==> src/rtl/hazard_pkg.sv <==
// Shared definitions for the load/branch hazard controller: FSM encoding,
// default register-address width and the pipeline-control bundle layout.
package hazard_pkg;

  typedef enum logic {
    IDLE   = 1'b0,
    LSTALL = 1'b1
  } state_t;

  localparam int REG_W_DEF = 5;

  // Bundle order {pc_en, ifid_en, ifid_flush, idex_en, idex_flush, exmem_en}
  localparam int CTRL_W          = 6;
  localparam int CTRL_PC_EN      = 5;
  localparam int CTRL_IFID_EN    = 4;
  localparam int CTRL_IFID_FLUSH = 3;
  localparam int CTRL_IDEX_EN    = 2;
  localparam int CTRL_IDEX_FLUSH = 1;
  localparam int CTRL_EXMEM_EN   = 0;

  localparam logic [CTRL_W-1:0] CTRL_RUN    = 6'b110101;
  localparam logic [CTRL_W-1:0] CTRL_FREEZE = 6'b000000;
  localparam logic [CTRL_W-1:0] CTRL_BRANCH = 6'b111111;
  localparam logic [CTRL_W-1:0] CTRL_STALL  = 6'b000111;

endpackage

==> src/rtl/load_hazard_ctrl_if.sv <==
// Pipeline-side bundle of the hazard controller: decode/EX hazard inputs in,
// stage-register enables, flushes and the stall performance count out.
interface load_hazard_ctrl_if #(
  parameter int REG_W  = 5,
  parameter int PERF_W = 16
);
  logic              MemRead_out_from_ID;
  logic [REG_W-1:0]  Rt_out_from_ID;
  logic [REG_W-1:0]  Rs;
  logic [REG_W-1:0]  Rt;
  logic              uses_rs;
  logic              uses_rt;
  logic              branch_taken;
  logic              mem_wait;
  logic              perf_clr;
  logic              pc_en;
  logic              ifid_en;
  logic              idex_en;
  logic              exmem_en;
  logic              ifid_flush;
  logic              idex_flush;
  logic              stall;
  logic [PERF_W-1:0] stall_cycles;

  // Pipeline side
  modport master (
    output MemRead_out_from_ID, Rt_out_from_ID, Rs, Rt, uses_rs, uses_rt,
           branch_taken, mem_wait, perf_clr,
    input  pc_en, ifid_en, idex_en, exmem_en, ifid_flush, idex_flush,
           stall, stall_cycles
  );

  // Hazard controller side
  modport slave (
    input  MemRead_out_from_ID, Rt_out_from_ID, Rs, Rt, uses_rs, uses_rt,
           branch_taken, mem_wait, perf_clr,
    output pc_en, ifid_en, idex_en, exmem_en, ifid_flush, idex_flush,
           stall, stall_cycles
  );
endinterface

==> src/rtl/load_hazard_ctrl_sat_counter.sv <==
// Saturating event counter with synchronous clear; clear beats increment.
module sat_counter #(
  parameter int W = 16
) (
  input  logic         clk,
  input  logic         rst,
  input  logic         inc,
  input  logic         clr,
  output logic [W-1:0] count
);

  // Count register: holds at all-ones once saturated
  always_ff @(posedge clk or posedge rst) begin
    if (rst) begin
      count <= {W{1'b0}};
    end else if (clr) begin
      count <= {W{1'b0}};
    end else if (inc && (count != {W{1'b1}})) begin
      count <= count + W'(1'b1);
    end else begin
      count <= count;
    end
  end

endmodule

==> src/rtl/load_hazard_ctrl.sv <==
// Load-use / taken-branch / memory-wait hazard controller with a configurable
// load latency. All control outputs are combinational (Mealy) on the inputs.
module load_hazard_ctrl
  import hazard_pkg::*;
#(
  parameter int REG_W     = REG_W_DEF,
  parameter int LOAD_LAT  = 1,
  parameter int CNT_W     = 3,
  parameter int PERF_W    = 16,
  parameter bit ZERO_SKIP = 1'b1
) (
  input logic               clk,
  input logic               rst,
  load_hazard_ctrl_if.slave bus
);

  // First LSTALL cycle is the second stall cycle overall
  localparam logic [CNT_W-1:0] CNT_INIT = CNT_W'((LOAD_LAT > 1) ? (LOAD_LAT - 2) : 0);

  state_t            state_r;
  state_t            state_nxt_s;
  logic [CNT_W-1:0]  cnt_r;
  logic [CNT_W-1:0]  cnt_nxt_s;
  logic [CTRL_W-1:0] ctrl_s;
  logic              stall_s;
  logic              dest_ok_s;
  logic              rs_hit_s;
  logic              rt_hit_s;
  logic              hz_s;

  assign dest_ok_s = (bus.Rt_out_from_ID != {REG_W{1'b0}}) || !ZERO_SKIP;
  assign rs_hit_s  = bus.uses_rs && (bus.Rs == bus.Rt_out_from_ID);
  assign rt_hit_s  = bus.uses_rt && (bus.Rt == bus.Rt_out_from_ID);
  assign hz_s      = bus.MemRead_out_from_ID && dest_ok_s && (rs_hit_s || rt_hit_s);

  // State and stall down-counter registers
  always_ff @(posedge clk or posedge rst) begin
    if (rst) begin
      state_r <= IDLE;
      cnt_r   <= {CNT_W{1'b0}};
    end else begin
      state_r <= state_nxt_s;
      cnt_r   <= cnt_nxt_s;
    end
  end

  // Priority decode: reset, freeze, branch flush, then load-use stall
  always_comb begin
    ctrl_s      = CTRL_RUN;
    stall_s     = 1'b0;
    state_nxt_s = state_r;
    cnt_nxt_s   = cnt_r;
    if (rst) begin
      ctrl_s = CTRL_FREEZE;
    end else if (bus.mem_wait) begin
      ctrl_s = CTRL_FREEZE;
    end else if (bus.branch_taken) begin
      ctrl_s      = CTRL_BRANCH;
      state_nxt_s = IDLE;
      cnt_nxt_s   = {CNT_W{1'b0}};
    end else begin
      case (state_r)
        IDLE: begin
          if (hz_s) begin
            ctrl_s  = CTRL_STALL;
            stall_s = 1'b1;
            if (LOAD_LAT > 1) begin
              state_nxt_s = LSTALL;
              cnt_nxt_s   = CNT_INIT;
            end else begin
              state_nxt_s = IDLE;
            end
          end else begin
            ctrl_s = CTRL_RUN;
          end
        end
        LSTALL: begin
          // ID/EX carries bubbles here, so a fresh hz is not considered
          ctrl_s  = CTRL_STALL;
          stall_s = 1'b1;
          if (cnt_r == {CNT_W{1'b0}}) begin
            state_nxt_s = IDLE;
          end else begin
            cnt_nxt_s = cnt_r - CNT_W'(1'b1);
          end
        end
        default: begin
          ctrl_s      = CTRL_FREEZE;
          state_nxt_s = IDLE;
          cnt_nxt_s   = {CNT_W{1'b0}};
        end
      endcase
    end
  end

  assign bus.pc_en      = ctrl_s[CTRL_PC_EN];
  assign bus.ifid_en    = ctrl_s[CTRL_IFID_EN];
  assign bus.ifid_flush = ctrl_s[CTRL_IFID_FLUSH];
  assign bus.idex_en    = ctrl_s[CTRL_IDEX_EN];
  assign bus.idex_flush = ctrl_s[CTRL_IDEX_FLUSH];
  assign bus.exmem_en   = ctrl_s[CTRL_EXMEM_EN];
  assign bus.stall      = stall_s;

  sat_counter #(
    .W (PERF_W)
  ) u_stall_cnt (
    .clk   (clk),
    .rst   (rst),
    .inc   (stall_s),
    .clr   (bus.perf_clr),
    .count (bus.stall_cycles)
  );

endmodule

==> src/flat_wrapper.sv <==
// flat-port wrapper written by rule: the top's interface ports become plain ports
module load_hazard_ctrl_flat import hazard_pkg::*;
#(
  parameter int REG_W     = REG_W_DEF,
  parameter int LOAD_LAT  = 1,
  parameter int CNT_W     = 3,
  parameter int PERF_W    = 16,
  parameter bit ZERO_SKIP = 1'b1
)
  (clk, rst, bus_MemRead_out_from_ID, bus_Rt_out_from_ID, bus_Rs, bus_Rt, bus_uses_rs, bus_uses_rt, bus_branch_taken, bus_mem_wait, bus_perf_clr, bus_pc_en, bus_ifid_en, bus_idex_en, bus_exmem_en, bus_ifid_flush, bus_idex_flush, bus_stall, bus_stall_cycles);
  load_hazard_ctrl_if #(.REG_W(REG_W), .PERF_W(PERF_W)) bus_i ();
  input logic clk;
  input logic rst;
  input wire logic [$bits(bus_i.MemRead_out_from_ID)-1:0] bus_MemRead_out_from_ID;
  input wire logic [$bits(bus_i.Rt_out_from_ID)-1:0] bus_Rt_out_from_ID;
  input wire logic [$bits(bus_i.Rs)-1:0] bus_Rs;
  input wire logic [$bits(bus_i.Rt)-1:0] bus_Rt;
  input wire logic [$bits(bus_i.uses_rs)-1:0] bus_uses_rs;
  input wire logic [$bits(bus_i.uses_rt)-1:0] bus_uses_rt;
  input wire logic [$bits(bus_i.branch_taken)-1:0] bus_branch_taken;
  input wire logic [$bits(bus_i.mem_wait)-1:0] bus_mem_wait;
  input wire logic [$bits(bus_i.perf_clr)-1:0] bus_perf_clr;
  output wire logic [$bits(bus_i.pc_en)-1:0] bus_pc_en;
  output wire logic [$bits(bus_i.ifid_en)-1:0] bus_ifid_en;
  output wire logic [$bits(bus_i.idex_en)-1:0] bus_idex_en;
  output wire logic [$bits(bus_i.exmem_en)-1:0] bus_exmem_en;
  output wire logic [$bits(bus_i.ifid_flush)-1:0] bus_ifid_flush;
  output wire logic [$bits(bus_i.idex_flush)-1:0] bus_idex_flush;
  output wire logic [$bits(bus_i.stall)-1:0] bus_stall;
  output wire logic [$bits(bus_i.stall_cycles)-1:0] bus_stall_cycles;
  assign bus_i.MemRead_out_from_ID = bus_MemRead_out_from_ID;
  assign bus_i.Rt_out_from_ID = bus_Rt_out_from_ID;
  assign bus_i.Rs = bus_Rs;
  assign bus_i.Rt = bus_Rt;
  assign bus_i.uses_rs = bus_uses_rs;
  assign bus_i.uses_rt = bus_uses_rt;
  assign bus_i.branch_taken = bus_branch_taken;
  assign bus_i.mem_wait = bus_mem_wait;
  assign bus_i.perf_clr = bus_perf_clr;
  assign bus_pc_en = bus_i.pc_en;
  assign bus_ifid_en = bus_i.ifid_en;
  assign bus_idex_en = bus_i.idex_en;
  assign bus_exmem_en = bus_i.exmem_en;
  assign bus_ifid_flush = bus_i.ifid_flush;
  assign bus_idex_flush = bus_i.idex_flush;
  assign bus_stall = bus_i.stall;
  assign bus_stall_cycles = bus_i.stall_cycles;
  load_hazard_ctrl #(.REG_W(REG_W), .LOAD_LAT(LOAD_LAT), .CNT_W(CNT_W), .PERF_W(PERF_W), .ZERO_SKIP(ZERO_SKIP)) u_core (.clk(clk), .rst(rst), .bus(bus_i));
endmodule
==> config.mk <==
export PLATFORM = sky130hd
export DESIGN_NAME = load_hazard_ctrl_flat
export DESIGN_NICKNAME = d
export VERILOG_FILES = /design/src/rtl/hazard_pkg.sv /design/src/rtl/load_hazard_ctrl_if.sv /design/src/rtl/load_hazard_ctrl_sat_counter.sv /design/src/rtl/load_hazard_ctrl.sv /design/src/flat_wrapper.sv
export SDC_FILE = /design/constraint.sdc
export NUM_CORES = 1
export LEC_CHECK = 0
export ABC_AREA = 1
export CAP_MARGIN = 20
export CORE_ASPECT_RATIO = 2
export CORE_UTILIZATION = 47
export DETAILED_ROUTE_END_ITERATION = 10
export GPL_ROUTABILITY_DRIVEN = 0
export GPL_TIMING_DRIVEN = 0
export HOLD_SLACK_MARGIN = 0.02
export PLACE_DENSITY = 0.86
export RECOVER_POWER = 100
export SYNTH_ARGS = -nofsm -noshare
export SYNTH_HDL_FRONTEND = slang
export SYNTH_SLANG_ARGS = --single-unit
==> constraint.sdc <==
create_clock -name clk -period 2.2 [get_ports clk]
set_input_delay 0.44 -clock clk [delete_from_list [all_inputs] [get_ports clk]]
set_output_delay 0.44 -clock clk [all_outputs]
set_load 0.005 [all_outputs]
==> results.tsv <==
metric	value	unit
status	completed	
sequential share of power	46.5	%
drt pass-1 iters	4	
diode count	0	
Seq cells post-synth	20	
post-route antenna net violation count	0	
CORE AREA	0.00319	mm2
crit path max fanout	4	
commonest non-fill, non-tap cells in the layout	nand2_1, nor2_1, inv_1	
CTS tree	done	
clock share of power	34.4	%
LEAKAGE	0.00116	uW
Ports	46	
Post-Route WL	3890	um
Power Density	394	mW/mm2
sw frac	26.5	%
vias per cell	5.12	
initial antenna violation count	0	
Die Y	83.7	um
Wirelength per Cell	12.3	um
Unique masters post-synth	28	
Root Driver	clkbuf_8	
Final Slew Violations	0	
placed inst area	0.00205	mm2
Peak VDD IR	488	uV
fmax	472	MHz
DIE AREA	0.00359	mm2
area delta synth->final	35.0	%
TNS Setup	0	ps
final worst slack	83.5	ps
synth warn	0	
routed vias	1618	
clk sinks	20	
final instance area	0.00212	mm2
Final Core Density	66.4	%
min Tclk post-route	2120	ps
htree depth	1	
DR iter-0 viols	42	
first-pass GRT wire length	6520	um
worst path arrival time	1680	ps
DRC	0	
worst hold path type	input port to flop	
Die W	42.9	um
Initial Utilization	49.2	%
Switch Pwr	221	uW
EDFF count, synth	0	
clk_lat worst skew	260	ps
CTS Buf Count	3	
Top FF cell, synth	dfrtp_1	
crit path capture type	output port	
Tot GR Track Use	23.1	%
most common cell after layout, fill and taps aside	nand2_1	
Max clock buf depth	2	
DP Worst Slack	-613	ps
Post-Synthesis Cell Area	0.00157	mm2
total global routing overflow	0	
Async S/R FF share, synth	100	%
headroom to the max-slew limit	48.4	%
clock-pin slew on the worst setup and hold paths	80	ps
internal power	613	uW
PortBufs	44	
# rows	29	
skew final	5.35	ps
Mapped Nets	261	
CP startpoint kind	input port	
slew at the pin closest to its max-slew limit	773	ps
largest net degree at the start of global routing	21	
final layout net count	312	
Final Hold Fails	0	
Max-Cap Viols	0	
Seq/Total Area, Yosys	31.9	%
# fillers	294	
DP Wirelength	2940	um
RSZ-0062 raised after global routing	yes	
layout cells sized above 1	11.2	%
Synth Instances	235	
Post-Syn Area per Cell	6.68	um2
Setup CP Type	input port to output port	
worst endpoint required time	1760	ps
Final setup viols	0	
vias in the first global route	1535	
Final Cycle Share	96.2	%
Logic pwr share	19.0	%
==> final timing paths <==
path                                             start                            to  slack [ps]  depth (start not counted)
min in group asynchronous                          rst   u_core.u_stall_cnt.count[9]         710                          2
min                                       bus_perf_clr   u_core.u_stall_cnt.count[4]         470                          4
max reg2reg                u_core.u_stall_cnt.count[0]  u_core.u_stall_cnt.count[12]         150                         11
max in group asynchronous                          rst               u_core.cnt_r[2]        1010                          2
max                                       bus_mem_wait                     bus_stall          80                          6
min reg2reg                            u_core.cnt_r[0]               u_core.cnt_r[0]         570                          3
==> cells by family after synthesis <==
| kind of cell | share of synthesized area [%] |
|---|---|
| buf+inv | 10.9 |
| xor+xnor | 8.37 |
| simple gates | 43.9 |
| compound gates | 2.55 |
| fa+ha+maj | 2.39 |
| flops | 31.9 |
==> area by class of cell <==
type | instances | area, um2 | share of cell area (%)
Timing Repair Buffer | 46 | 440 | 20.8
Buffer | 7 | 62.6 | 2.95
Inverter | 28 | 105 | 4.96
Sequential cell | 20 | 500 | 23.6
Multi-Input combinational cell | 180 | 917 | 43.3
Clock buffer | 4 | 55.1 | 2.60
Tap cell | 31 | 38.8 | 1.83
==> what timing repair did <==
action	4_1_cts	5_1_grt
buffers inserted	2	0
hold buffers	0	0
endpoints found under the setup margin	7	5
hold endpoints to repair	0	0
pin swaps	9	8
gates resized for setup	32	9
==> routing by layer <==
layer	vias up	track usage (%)	share of wire, %
li1	831	-	-
met1	715	23.5	37
met2	61	43.8	55
met3	11	1.95	4.5
met4	0	11.1	2.9
met5	-	0	0
==> synthesized netlist by cell type, types with 2 or more instances <==
cell type	number	area (um2)
nand2_1	79	297
nor2_1	34	128
inv_1	27	101
nand3_1	23	115
dfrtp_1	20	500
xnor2_1	8	70.1
xor2_1	7	61.3
nand4_1	5	31.3
nand2_2	4	25.0
o21ai_0	4	20.0
ha_1	3	37.5
buf_4	2	15.0
buf_6	2	22.5
nor4_1	2	12.5
o22ai_1	2	12.5
==> critical path, cell delays in order <==
cell and delay, ps:
clkdlybuf4s50_1 450, nor2_4 160, inv_1 80, nor2_2 140
a21boi_1 180, clkdlybuf4s15_1 220
==> sequential cells by signal (all words and copies together), names as in the netlist <==
| register | flops |
|---|---|
| u_core.state_r | 1 |
| u_core.u_stall_cnt.count | 16 |
| u_core.cnt_r | 3 |
==> metrics by stage <==
step	power (uW)	hold WS (ps)	cells
after global placement	560	556	310
after detailed placement	563	565	310
final	834	468	316
after CTS	840	474	316
after global routing	875	486	316
after floorplan	475	404	235
==> power groups by stage <==
stage | logic [uW] | clock network, uW | registers (uW)
after global placement | 164 | 0 | 395
after CTS | 166 | 286 | 388
after global routing | 178 | 306 | 390
final | 159 | 287 | 388
after detailed placement | 167 | 0 | 395
after floorplan | 80.5 | 0 | 394
No activity file was read; power rests on OpenSTA's default activity.
